**src/rtl/alu_issue_stage.sv**
```systemverilog
// alu_issue_stage: RV32I ALU decode feeding a two-entry (head + skid) valid/ready issue buffer
module alu_issue_stage (
  input  logic        clk,
  input  logic        rst,
  input  logic        in_valid,
  output logic        in_ready,
  input  logic [31:0] in_instr,
  input  logic [31:0] in_pc,
  input  logic [31:0] in_rs1_data,
  input  logic [31:0] in_rs2_data,
  input  logic        flush,
  output logic        out_valid,
  input  logic        out_ready,
  output logic [31:0] out_a,
  output logic [31:0] out_b,
  output logic [3:0]  out_alu_op,
  output logic [4:0]  out_rd,
  output logic        out_wb_en,
  output logic        out_illegal
);
  localparam logic [3:0] ADD = 4'd0, SUB = 4'd1, AND = 4'd2, OR = 4'd3, XOR = 4'd4,
                         SLT = 4'd5, SLTU = 4'd6, SLL = 4'd7, SRL = 4'd8, SRA = 4'd9;
  typedef struct packed {
    logic [31:0] a;
    logic [31:0] b;
    logic [3:0]  op;
    logic [4:0]  rd;
    logic        wb_en;
    logic        illegal;
  } entry_t;
  function automatic logic [3:0] f3_op(input logic [2:0] f3);
    case (f3)
      3'd0:    f3_op = ADD;
      3'd1:    f3_op = SLL;
      3'd2:    f3_op = SLT;
      3'd3:    f3_op = SLTU;
      3'd4:    f3_op = XOR;
      3'd5:    f3_op = SRL;
      3'd6:    f3_op = OR;
      default: f3_op = AND;
    endcase
  endfunction
  entry_t dec, head_q, head_d, skid_q, skid_d;
  logic   head_valid_q, head_valid_d, skid_valid_q, skid_valid_d;
  logic   legal, in_fire, shift_imm;
  logic [6:0] opc, f7;
  logic [2:0] f3;
  assign opc       = in_instr[6:0];
  assign f3        = in_instr[14:12];
  assign f7        = in_instr[31:25];
  assign shift_imm = f3 == 3'd1 || f3 == 3'd5;
  always_comb begin
    dec    = '0;
    dec.rd = in_instr[11:7];
    legal  = 1'b0;
    case (opc)
      7'b0110011: begin
        legal  = f7 == 7'h00 || (f7 == 7'h20 && (f3 == 3'd0 || f3 == 3'd5));
        dec.a  = in_rs1_data;
        dec.b  = in_rs2_data;
        dec.op = f7 == 7'h20 ? (f3 == 3'd0 ? SUB : SRA) : f3_op(f3);
      end
      7'b0010011: begin
        legal  = f3 == 3'd1 ? f7 == 7'h00 : f3 == 3'd5 ? (f7 == 7'h00 || f7 == 7'h20) : 1'b1;
        dec.a  = in_rs1_data;
        dec.b  = shift_imm ? {27'b0, in_instr[24:20]} : {{20{in_instr[31]}}, in_instr[31:20]};
        dec.op = (f3 == 3'd5 && f7 == 7'h20) ? SRA : f3_op(f3);
      end
      7'b0110111: begin
        legal = 1'b1;
        dec.b = {in_instr[31:12], 12'b0};
      end
      7'b0010111: begin
        legal = 1'b1;
        dec.a = in_pc;
        dec.b = {in_instr[31:12], 12'b0};
      end
      default: legal = 1'b0;
    endcase
    if (!legal) begin
      dec.a  = '0;
      dec.b  = '0;
      dec.op = ADD;
    end
    dec.illegal = !legal;
    dec.wb_en   = legal && dec.rd != 5'd0;
  end
  assign in_ready = !skid_valid_q;
  assign in_fire  = in_valid && in_ready;
  // Skid only fills while the head is stalled; it always drains into the head first.
  always_comb begin
    head_d       = head_q;
    skid_d       = skid_q;
    head_valid_d = head_valid_q;
    skid_valid_d = skid_valid_q;
    if (flush) begin
      head_valid_d = 1'b0;
      skid_valid_d = 1'b0;
    end else if (!head_valid_q || out_ready) begin
      head_valid_d = skid_valid_q || in_fire;
      head_d       = skid_valid_q ? skid_q : in_fire ? dec : head_q;
      skid_valid_d = 1'b0;
    end else if (in_fire) begin
      skid_d       = dec;
      skid_valid_d = 1'b1;
    end
  end
  always_ff @(posedge clk or posedge rst) begin
    if (rst) begin
      head_q       <= '0;
      skid_q       <= '0;
      head_valid_q <= 1'b0;
      skid_valid_q <= 1'b0;
    end else begin
      head_q       <= head_d;
      skid_q       <= skid_d;
      head_valid_q <= head_valid_d;
      skid_valid_q <= skid_valid_d;
    end
  end
  assign out_valid   = head_valid_q;
  assign out_a       = head_q.a;
  assign out_b       = head_q.b;
  assign out_alu_op  = head_q.op;
  assign out_rd      = head_q.rd;
  assign out_wb_en   = head_q.wb_en;
  assign out_illegal = head_q.illegal;
endmodule
```
**config.mk**
```make
export PLATFORM = sky130hd
export DESIGN_NAME = alu_issue_stage
export DESIGN_NICKNAME = d
export VERILOG_FILES = /design/src/rtl/alu_issue_stage.sv
export SDC_FILE = /design/constraint.sdc
export NUM_CORES = 1
export LEC_CHECK = 0
export CAP_MARGIN = 0
export CORE_ASPECT_RATIO = 2
export CORE_MARGIN = 4
export CORE_UTILIZATION = 41
export DETAILED_ROUTE_END_ITERATION = 16
export PLACE_DENSITY = 0.66
export SETUP_SLACK_MARGIN = 0.3
export SYNTH_ARGS = -nofsm -noshare
export SYNTH_HDL_FRONTEND = slang
export SYNTH_SLANG_ARGS = --single-unit
```
**constraint.sdc**
```tcl
create_clock -name clk -period 5.7 [get_ports clk]
set_input_delay 0.855 -clock clk [delete_from_list [all_inputs] [get_ports clk]]
set_output_delay 0.855 -clock clk [all_outputs]
set_load 0.01 [all_outputs]
```
== Word-level counts from Yosys, hierarchy flattened ==
Index checks and enable logic that the tools add are counted.

* Equality and inequality tests: 11
* Multiplexer cells: 19
* Bitwise gates (word level): 2
* Reduce and logical (&&, ||, !) cells: 23

{| class="wikitable"
|+ Operator list
! cell !! count
|-
| $mux 75 || 2
|-
| $pmux 32 s3 || 1
|-
| $mux 68 || 1
|-
| $pmux 32 s2 || 1
|-
| $mux 32 || 1
|-
| $pmux 4 s7 || 1
|-
| $eq 7x6->1 const B || 3
|-
| $eq 7x5->1 const B || 2
|-
| $mux 4 || 3
|-
| $eq 3x3->1 const B || 3
|-
| $pmux 4 s2 || 1
|-
| $logic_not 7->1 || 1
|-
| $mux 1 || 7
|-
| $eq 3x2->1 const B || 2
|-
| $logic_or 1x1->1 || 6
|-
| $reduce_and 3->1 || 2
|-
| $reduce_bool 5->1 || 1
|-
| $logic_and 1x1->1 || 4
|-
| $reduce_bool 2->1 || 2
|-
| $reduce_or 2->1 || 2
|-
| $eq 3x1->1 const B || 1
|-
| $logic_not 1->1 || 3
|-
| $logic_not 3->1 || 1
|-
| $pmux 1 s3 || 1
|-
| 2 further kinds || 3
|}

* Register bits after elaboration: 152
* Logic and storage cells: 69

== Depth between registers and ports, before layout ==
Gate-level depths: netlist of run 1.

* Word-level depth: 8
* Gate-level depth with buffers: 8
* Gate-level depth less buffers: 5

== Least setup slack after synthesis of run 1 ==
No wires, ideal clock.

* Path type: input-to-reg
* From: input port in_instr[26]
* To: register skid_q[13] in the netlist's numbering
* Setup time: 0.095 ns
* Arrival time: 2.225 ns
* Required time: 5.605 ns
* Slack: 3.380 ns
* Stages: 7
* Cell sequence: nor4_4 a31oi_1 nor4_2 nor2_2 buf_2 buf_6 o31ai_1

* Word-level cells in the longest chain between the ends: 6
* Elaborated cells between the ends (all ways): 9
* Those cells by class: 1 x eq/ne; 4 x mux; 4 x reduce/logical

{| class="wikitable"
|+ RTL lines
! what !! RTL line !! source
|-
| from (decl) || 7 || <nowiki>input logic [31:0] in_instr,</nowiki>
|-
| $eq 7x6->1 or $logic_not 7->1 (tied branches) || 58, 64 ||
|-
| $logic_or 1x1->1 || 64 || <nowiki>legal = f3 == 3'd1 ? f7 == 7'h00 : f3 == 3'd5 ? (f7 == 7'h00 || f7 == 7'h20) : 1'b1;</nowiki>
|-
| $mux 1 (2 in series) || 64 ||
|-
| $pmux 1 s3 (*) || 56 || <nowiki>case (opc)</nowiki>
|-
| $mux 68 (*) || 80 || <nowiki>if (!legal) begin</nowiki>
|-
| to (signal assigned) || 116 || <nowiki>skid_q <= skid_d;</nowiki>
|-
| to (decl) || 43 || <nowiki>entry_t dec, head_q, head_d, skid_q, skid_d;</nowiki>
|}

Every way passes the cells marked *; elsewhere a longest branch is shown, timed or not.
A chain may end at the register's enable or synchronous reset.

== Final worst setup path of run 1 ==
* From: input port in_instr[14]
* To: register head_q (netlist bit out_alu_op[0])

* Word-level cells in the longest chain between the ends: 8
* Elaborated cells between the ends (all ways): 21
* Those cells by class: 6 x eq/ne; 10 x mux; 5 x reduce/logical

{| class="wikitable"
|+ RTL lines
! what !! RTL line !! source
|-
| parallel branches: the longest is 5 deep, another holds $pmux 4 s7 || - ||
|-
| $mux 68 (*) || 80 ||
|-
| $mux 75 (*) (2 in series) || 101 || <nowiki>head_d = skid_valid_q ? skid_q : in_fire ? dec : head_q;</nowiki>
|-
| to (signal assigned) || 110 || <nowiki>head_q <= '0;</nowiki>
|-
| to (signal assigned) || 115 || <nowiki>head_q <= head_d;</nowiki>
|-
| to (decl) || 43 ||
|}

Mark *: on every way between the ends. The select of a mux whose other input is x is not followed.

==> results of run 1 <==
logic make-up after synthesis:
kind of cell | share of synthesized area
buf+inv | 0.0670
compound gates | 0.236
flops | 0.506
simple gates | 0.174
xor+xnor | 0.00233
mux | 0.0142
synth_stat cells (all sizes together), types with 7 or more instances:
cell / count / area share
a21oi: 71 / 0.048
a221o: 19 / 0.025
a22o: 7 / 0.0082
and3: 68 / 0.057
buf: 9 / 0.0065
clkbuf: 68 / 0.034
dfrtp: 152 / 0.51
inv: 53 / 0.026
nand2: 181 / 0.090
nor2: 11 / 0.0062
o21ai: 114 / 0.076
o31ai: 69 / 0.069
per-stage QoR:
| stage | hold slack, ps | std cells | util | area [sq um] | setup WS, ps |
|---|---|---|---|---|---|
| 3_3_place_gp | 450 | 1225 | 0.543 | 9710 | 2010 |
| 5_1_grt | 483 | 1257 | 0.578 | 10300 | 2280 |
| 3_5_place_dp | 457 | 1225 | 0.543 | 9710 | 1970 |
| 4_1_cts | 470 | 1257 | 0.578 | 10300 | 2410 |
| 6_report | 467 | 1257 | 0.578 | 10300 | 2440 |
| 2_1_floorplan | 440 | 866 | - | 7510 | 752 |
area by class of cell:
cell class              instances  area share
multi-input cells             584       0.314
flip-flops and latches        152       0.368
clock inverters                12      0.0170
inverters                      53      0.0197
well taps                     213      0.0258
clock buffers                  20      0.0432
repair buffers                223       0.212
power groups by stage:
| stage | Clock [uW] | Combinational (uW) | Sequential, uW |
|---|---|---|---|
| floorplan | 0 | 113 | 1130 |
| global placement | 0 | 274 | 1130 |
| detailed placement | 0 | 275 | 1130 |
| CTS | 1220 | 276 | 1110 |
| global route | 1250 | 298 | 1110 |
| finish | 1190 | 272 | 1110 |
metal layers:
| metal | global-route usage | wire, um | vias to the layer above |
|---|---|---|---|
| met1 | 0.273 | 9440 | 3328 |
| li1 | - | - | 3343 |
| met4 | 0.0700 | 499 | 0 |
| met3 | 0.0533 | 1290 | 23 |
| met2 | 0.425 | 12800 | 223 |
| met5 | 0 | 0 | - |
sequential cells by signal (all words and copies together), names as in the netlist:
register and flops:
skid_valid_q 1, out_illegal 1, out_alu_op 4, out_b 32, out_a 32, out_rd 5, skid_q 75, out_valid 1
out_wb_en 1
worst max-delay path, delay by kind of cell:
| kind | cells | cell delay, ps |
|---|---|---|
| AND/OR/NAND/NOR | 1 | 130 |
| AO/OA/AOI/OAI | 3 | 1240 |
| XOR/XNOR | 1 | 110 |
| buffers and inverters | 2 | 1160 |
how the worst min path moves through the flow:
stage,endpoint,depth (start not counted)
6_report,skid_q[43]$_DFFE_PP0P_,2
5_1_grt,skid_q[30]$_DFFE_PP0P_,2
4_1_cts,skid_q[72]$_DFFE_PP0P_,2
3_5_place_dp,skid_q[73]$_DFFE_PP0P_,2
3_3_place_gp,skid_q[71]$_DFFE_PP0P_,2
2_1_floorplan,skid_q[13]$_DFFE_PP0P_,2
==> results_dict.tcl, run 1 <==
set metrics [dict create \
    p_int_uw 1970 \
    grt_max_degree 81 \
    irDropWorstVdd_mv 0.188 \
    die_x_um 104 \
    relSlewSlack 0.253 \
    drive_gt1_frac 0.0603 \
    async_reset_ff_frac 1.00 \
    post_cts.repair.setup_buffers 0 \
    slowest_delay_ps 830 \
    mostFrequentLayoutCell "clkdlybuf4s50_1" \
    dp_hpwl_um 16000 \
    syn_area_per_cell_sq_um 8.67 \
    grt-ovfl-total 0 \
    hold_start "skid_q[43]$_DFFE_PP0P_" \
    cp_slowest_cell "o21ai_4" \
    endpoint "out_alu_op[0]$_DFFE_PP0P_" \
    multi_input_area_sq_mm 0.00324 \
    cts_tree "done" \
    r2r-end "out_alu_op[0]$_DFFE_PP0P_" \
    num_rows 69 \
    fillCellCount 1589 \
    area_growth_pct 37.5 \
    rr_worst_depth 5 \
    clk_pin_slew_ps 60 \
    firstDrtPassIters 5 \
    swShare 0.234 \
    critPathMaxFanout 35 \
    power_switching_uw 603 \
    cts_buffers 17 \
    synth_flop_cell "dfrtp_1" \
    seqCellArea_sq_mm 0.00380 \
    antenna_found_initial 0 \
    start_util 0.420 \
    ant_nets 0 \
    report.final.slew_viol_count 0 \
    combPwrFrac 0.106 \
    grt_usage 0.233 \
    cts.sinks 152 \
    cp-start-kind "input pin" \
    cts_hold_buf 0 \
    synth_edf_count 0 \
    yosysWarnings 0 \
    setup_violations 0 \
    total_power_uw 2580 \
    max_freq_mhz 307 \
    io_buffers 209 \
    vias 6917 \
    fin_skew_ps 9.45 \
    grt_pass1_vias 6876 \
    layout.cells.most_common_list "208 x clkdlybuf4s50_1, 181 x nand2_1, 151 x dfrtp_1, 74 x o21ai_1, 70 x a21oi_1" \
    cp.arrival_ps 3540 \
    drt_iter0_drc 319 \
    powerDensity_mw_per_mm2 249 \
    core-area_sq_mm 0.0179 \
    rsz0062_at_grt "no" \
    r2r_start "skid_valid_q$_DFFE_PP0P_" \
    h-tree-depth 4 \
    num-nets-final 1164 \
    rrSetupSlack_ps 3080 \
    post_cts_resize_count 0 \
    synthDistinctLibCells 39 \
    synth.yosys.seq_area_share 0.506 \
    place_congestion 0.800 \
    synth_nets 999 \
    clock_latency_ps 420 \
    die-area_sq_mm 0.0207 \
    crit_path_cell_trace "clkdlybuf4s50_1, xnor2_1, a211oi_1, nor3_2, o21ai_4, buf_4, o21ai_1" \
    synthCells 866 \
    wirelength_um 24100 \
    ys_seq_elements 152 \
    drc 0 \
    wl_per_cell_um 19.2 \
    diodes 0 \
    p_clk_frac 0.463 \
    root_buffer "clkbuf_16" \
    hp-class "reg2reg" \
    worst_slew_pin_slew_ps 1120 \
    seqPwrFrac 0.431 \
    power.leakage_uw 0.00458 \
    hold_viol_final 0 \
    viasPerCell 5.50 \
    maxCapViolCount 0 \
    grt_pass1_wl_um 38100 \
    worstSetupPathType "in2reg" \
    period_needed_ps 3260 \
    crit_required_ps 5980 \
    num_io_pins 210 \
    clockBufferDepth 2 \
    worstSetupEndpointType "flip-flop" \
    outcome "finished clean" \
    cp-startpoint "in_instr[14]" \
    fin_crit_sh 0.572 \
    die_h_um 199 \
    syn_area_sq_mm 0.00751 \
    timing.setup.tns_ps 0 \
]
Note: power is estimated with default switching activity, not from simulation.
==> inputs of run 2 (changes only) <==
Clock period 5.7 ns to 3.2 ns, I/O delays scaled along.
==> run 2 against run 1 <==
- power rose by 70%
- global-route usage rose by 0.17 points
- die area did not move
- combinational power rose by 83%
- sequential share of layout area fell by 0.17 points
- clock power rose by 61%
- worst setup slack got worse by 1800 ps
==> results_dict.tcl, run 2 (synthesis results as in run 1) <==
set metrics [dict create \
    setup_violations 0 \
    io_buffers 209 \
    h-tree-depth 4 \
    fin_ws_ps 690 \
    report.final.slew_viol_count 0 \
    max_freq_mhz 398 \
    die_x_um 104 \
    rsz0062_at_grt "no" \
    clock_latency_ps 410 \
    grt.met1_usage 0.272 \
    relSlewSlack 0.314 \
    post_cts.repair.setup_buffers 0 \
    die_h_um 199 \
    start_util 0.420 \
    core-area_sq_mm 0.0179 \
    grt_pass1_vias 6932 \
    crit_buf_inv 2 \
    wl_per_cell_um 19.1 \
    die-area_sq_mm 0.0207 \
    drc 0 \
    crit_required_ps 3470 \
    viasPerCell 5.44 \
    top_register "skid_q" \
    layout.cells.most_common_list "208 x clkdlybuf4s50_1, 181 x nand2_1, 151 x dfrtp_1, 74 x o21ai_1, 70 x a21oi_1" \
    cts_buffers 17 \
    gr-usage-met3 0.0491 \
    period_needed_ps 2510 \
    slowest_delay_ps 800 \
    timing.setup.tns_ps 0 \
    worstSetupEndpointType "flip-flop" \
    cts.sinks 152 \
    drive_gt1_frac 0.0657 \
    place_ws_ps 244 \
    cts_tree "done" \
    powerDensity_mw_per_mm2 423 \
    vias 6881 \
    worstSetupPathType "in2reg" \
    fin_crit_sh 0.784 \
    ant_nets 0 \
    crit_family "simple AND/OR/NAND/NOR gates" \
    post_cts_resize_count 0 \
    firstDrtPassIters 5 \
    outcome "finished clean" \
    cts_hold_buf 0 \
    maxCapViolCount 0 \
    num_rows 69 \
    area_growth_pct 38.2 \
    largest_register_ffs 75 \
    grt_usage 0.234 \
    drt_iter0_drc 384 \
    irDropWorstVdd_mv 0.287 \
    cp-start-kind "input pin" \
    hp-class "reg2reg" \
    clockBufferDepth 2 \
    wirelength_um 24200 \
    grt_pass1_wl_um 38200 \
    clk_pin_slew_ps 60 \
    antenna_found_initial 0 \
    worst_slew_pin_slew_ps 1030 \
    critPathMaxFanout 35 \
    mostFrequentLayoutCell "clkdlybuf4s50_1" \
    place_congestion 0.858 \
    num_io_pins 210 \
    dp_hpwl_um 16200 \
    root_buffer "clkbuf_16" \
    grt-ovfl-total 0 \
    gr-usage-met2 0.430 \
    crit_path_cell_trace "clkdlybuf4s50_1, xnor2_1, a211oi_1, nor3_2, nor2_4, buf_12, o31ai_1" \
    num-nets-final 1173 \
    cp_slowest_cell "nor2_4" \
    cp.arrival_ps 2780 \
    diodes 0 \
    power.leakage_uw 0.00461 \
    fin_skew_ps 5.06 \
    grt.busiest_layer "met2" \
    grt_max_degree 153 \
    hold_viol_final 0 \
    final_util 0.581 \
]
==> run 2: changes by cell type in the layout (fill, tap and decap cells not counted), sizes merged <==
cell      change
buf           +9
bufinv        -2
clkinvlp      +1
clkbuf        +1
clkinv        -1
inv           -1
==> run 2: metrics by stage <==
step                      cell area [sq um]  instances  power, uW  hold WS, ps
after floorplan                        7510        866       2220          440
after global placement                 9830       1234       2510          451
after detailed placement               9830       1234       2520          457
after CTS                             10400       1264       4440          470
after global routing                  10400       1264       4570          485
final                                 10400       1264       4390          467
==> run 2: final timing paths <==
path	start	end	slack [ps]	cells past startpoint
worst max-delay path	in_instr[12]	skid_q[58]$_DFFE_PP0P_	690	7
worst min-delay path	skid_q[24]$_DFFE_PP0P_	skid_q[24]$_DFFE_PP0P_	470	2
worst max register to register	out_valid$_DFFE_PP0N_	out_b[29]$_DFFE_PP0P_	1070	6
worst min register to register	skid_q[24]$_DFFE_PP0P_	skid_q[24]$_DFFE_PP0P_	470	2
max in group asynchronous	rst	skid_q[32]$_DFFE_PP0P_	1870	3
min in group asynchronous	rst	out_b[6]$_DFFE_PP0P_	590	3
==> run 2: worst reg2reg max path: stages (launching register included) <==
cell	delay, ps
dfrtp_1	390
nor2b_1	190
or3_2	530
nor2_1	340
o21ai_4	100
buf_4	270
o21ai_1	230
==> run 2: cell type report <==
| class | count | area, sq um |
|---|---|---|
| fill | 1627 | 7490 |
| sequential | 152 | 3800 |
| multi-input combinational | 584 | 3240 |
| timing repair buffer | 232 | 2310 |
| clock buffer | 21 | 450 |
| tap | 213 | 267 |
| inverter | 53 | 203 |
| clock inverter | 9 | 103 |
==> run 2: report_power, final <==
part | switching [uW] | internal, uW
Combinational | 253 | 244
Clock | 758 | 1150
Sequential | 19.4 | 1960
==> run 2: per-layer routing <==
| layer | vias to the layer above | share of wire |
|---|---|---|
| met4 | 0 | 0.020 |
| met1 | 3270 | 0.40 |
| met2 | 224 | 0.53 |
| li1 | 3365 | - |
| met5 | - | 0 |
| met3 | 22 | 0.050 |
==> inputs of run 3 (changes only) <==
Clock period 3.2 ns to 2.6 ns, I/O delays scaled along.
==> run 3 against run 2 <==
- via count rose by 1.7%
- clock skew rose by 3.9 ps
- sequential share of layout area fell by 0.55 points
- critical path type unchanged
- clock power rose by 30%
- register-to-register slack got worse by 510 ps
- global-route usage rose by 0.37 points
- power rose by 27%
- sequential cell count did not move
- worst setup slack got worse by 250 ps
- highest routed layer unchanged
==> results_dict.tcl, run 3 (synthesis results as in run 1) <==
set metrics [dict create \
    outcome "finished clean" \
    core-area_sq_mm 0.0179 \
    wirelength_um 24400 \
    cts_tree "done" \
    drive_gt1_frac 0.0745 \
    timing.setup.tns_ps 0 \
    vias 6997 \
    fin_skew_ps 8.92 \
    fillCellCount 1606 \
    grt_pass1_vias 7067 \
    grt_max_degree 78 \
    post_cts_resize_count 0 \
    drt_iter0_drc 353 \
    max_freq_mhz 463 \
    critPathMaxFanout 19 \
    placed_cells 1244 \
    top_register "skid_q" \
    ant_nets 0 \
    num-nets-final 1183 \
    num_rows 69 \
    setup_violations 0 \
    layout.cells.most_common_list "208 x clkdlybuf4s50_1, 181 x nand2_1, 151 x dfrtp_1, 74 x o21ai_1, 70 x a21oi_1" \
    die-area_sq_mm 0.0207 \
    report.final.slew_viol_count 0 \
    crit_path_cell_trace "clkdlybuf4s50_1, nor2b_1, nor2_2, a21oi_2, a221o_1, o31ai_1" \
    die_h_um 199 \
    die_x_um 104 \
    irDropWorstVdd_mv 0.444 \
    grt_pass1_wl_um 38900 \
    fin_area_sq_mm 0.0105 \
    start_util 0.420 \
    drc 0 \
    seqCellArea_sq_mm 0.00380 \
    wl_per_cell_um 19.1 \
    multi_input_area_sq_mm 0.00324 \
    cp_slowest_cell "a21oi_2" \
    clockBufferDepth 2 \
    maxCapViolCount 0 \
    dp_hpwl_um 16600 \
    num_io_pins 210 \
    hp-class "in2async" \
    hold_viol_final 0 \
    post_cts.repair.setup_buffers 0 \
    fin_crit_sh 0.831 \
    clock_latency_ps 420 \
    cp-start-kind "input pin" \
    grt_usage 0.238 \
    worstSetupPathType "in2reg" \
    crit_required_ps 2870 \
    r2r-end "out_a[28]$_DFFE_PP0P_" \
    largest_register_ffs 75 \
    holdWs_ps 418 \
    final_util 0.590 \
    clk_pin_slew_ps 60 \
    place_area_sq_mm 0.00995 \
    firstDrtPassIters 6 \
    cts.sinks 152 \
    cts_hold_buf 0 \
    h-tree-depth 4 \
    cts_buffers 17 \
    root_buffer "clkbuf_16" \
    rsz0062_at_grt "no" \
    mostFrequentLayoutCell "clkdlybuf4s50_1" \
    rrSetupSlack_ps 560 \
    cp.arrival_ps 2430 \
    relSlewSlack 0.340 \
    rr_worst_depth 6 \
    area_growth_pct 40.3 \
    antenna_found_initial 1 \
    power.leakage_uw 0.00470 \
    worst_slew_pin_slew_ps 990 \
    finalNonFillerCells 1274 \
    place_congestion 0.878 \
    period_needed_ps 2160 \
    r2r_start "skid_valid_q$_DFFE_PP0P_" \
    powerDensity_mw_per_mm2 527 \
    worstSetupEndpointType "flip-flop" \
    viasPerCell 5.49 \
    io_buffers 209 \
    slowest_delay_ps 750 \
    grt-ovfl-total 0 \
]
[run 3: power by group]
part | switching, uW | internal [uW] | total (uW)
Combinational | 321 | 314 | 635
Clock | 941 | 1540 | 2480
Sequential | 25.3 | 2410 | 2440
[run 3: stage by stage]
| step | total power, uW | worst slack, ps |
|---|---|---|
| after floorplan | 2730 | 293 |
| after global placement | 3120 | 40.5 |
| after detailed placement | 3120 | 43.2 |
| after CTS | 5620 | 492 |
| after global routing | 5780 | 308 |
| final | 5550 | 439 |
[run 3: worst max path at each step]
stage                       startpoint                     end  slack, ps  cells after the start
after floorplan                    rst    out_a[0]$_DFFE_PP0P_        290                      1
after global routing      in_instr[12]  skid_q[39]$_DFFE_PP0P_        310                      6
after CTS                 in_instr[12]  skid_q[35]$_DFFE_PP0P_        490                      6
after global placement    in_instr[12]  skid_q[35]$_DFFE_PP0P_         40                      6
final                     in_instr[12]  skid_q[35]$_DFFE_PP0P_        440                      6
after detailed placement  in_instr[12]  skid_q[35]$_DFFE_PP0P_         40                      6
[run 3: worst max-delay path: cells and delay by family]
family | cells | cell delay, ps
AOI/OAI and AO/OA | 3 | 1150
buffers and inverters | 1 | 580
and+or+nand+nor | 2 | 310
[run 3: final cells by class]
cell class	count	share of cell area
sequential	152	0.361
multi-input combinational	584	0.308
timing repair buffer	242	0.231
clock buffer	21	0.0437
tap	213	0.0253
inverter	53	0.0192
clock inverter	8	0.0118
antenna	1	0.000237
[run 3: routing by layer]
layer | vias up | wire length (um) | global-route usage
met5 | - | 0 | 0
met4 | 0 | 612 | 0.0917
met3 | 22 | 1420 | 0.0559
met2 | 260 | 12900 | 0.426
met1 | 3331 | 9480 | 0.277
li1 | 3384 | - | -
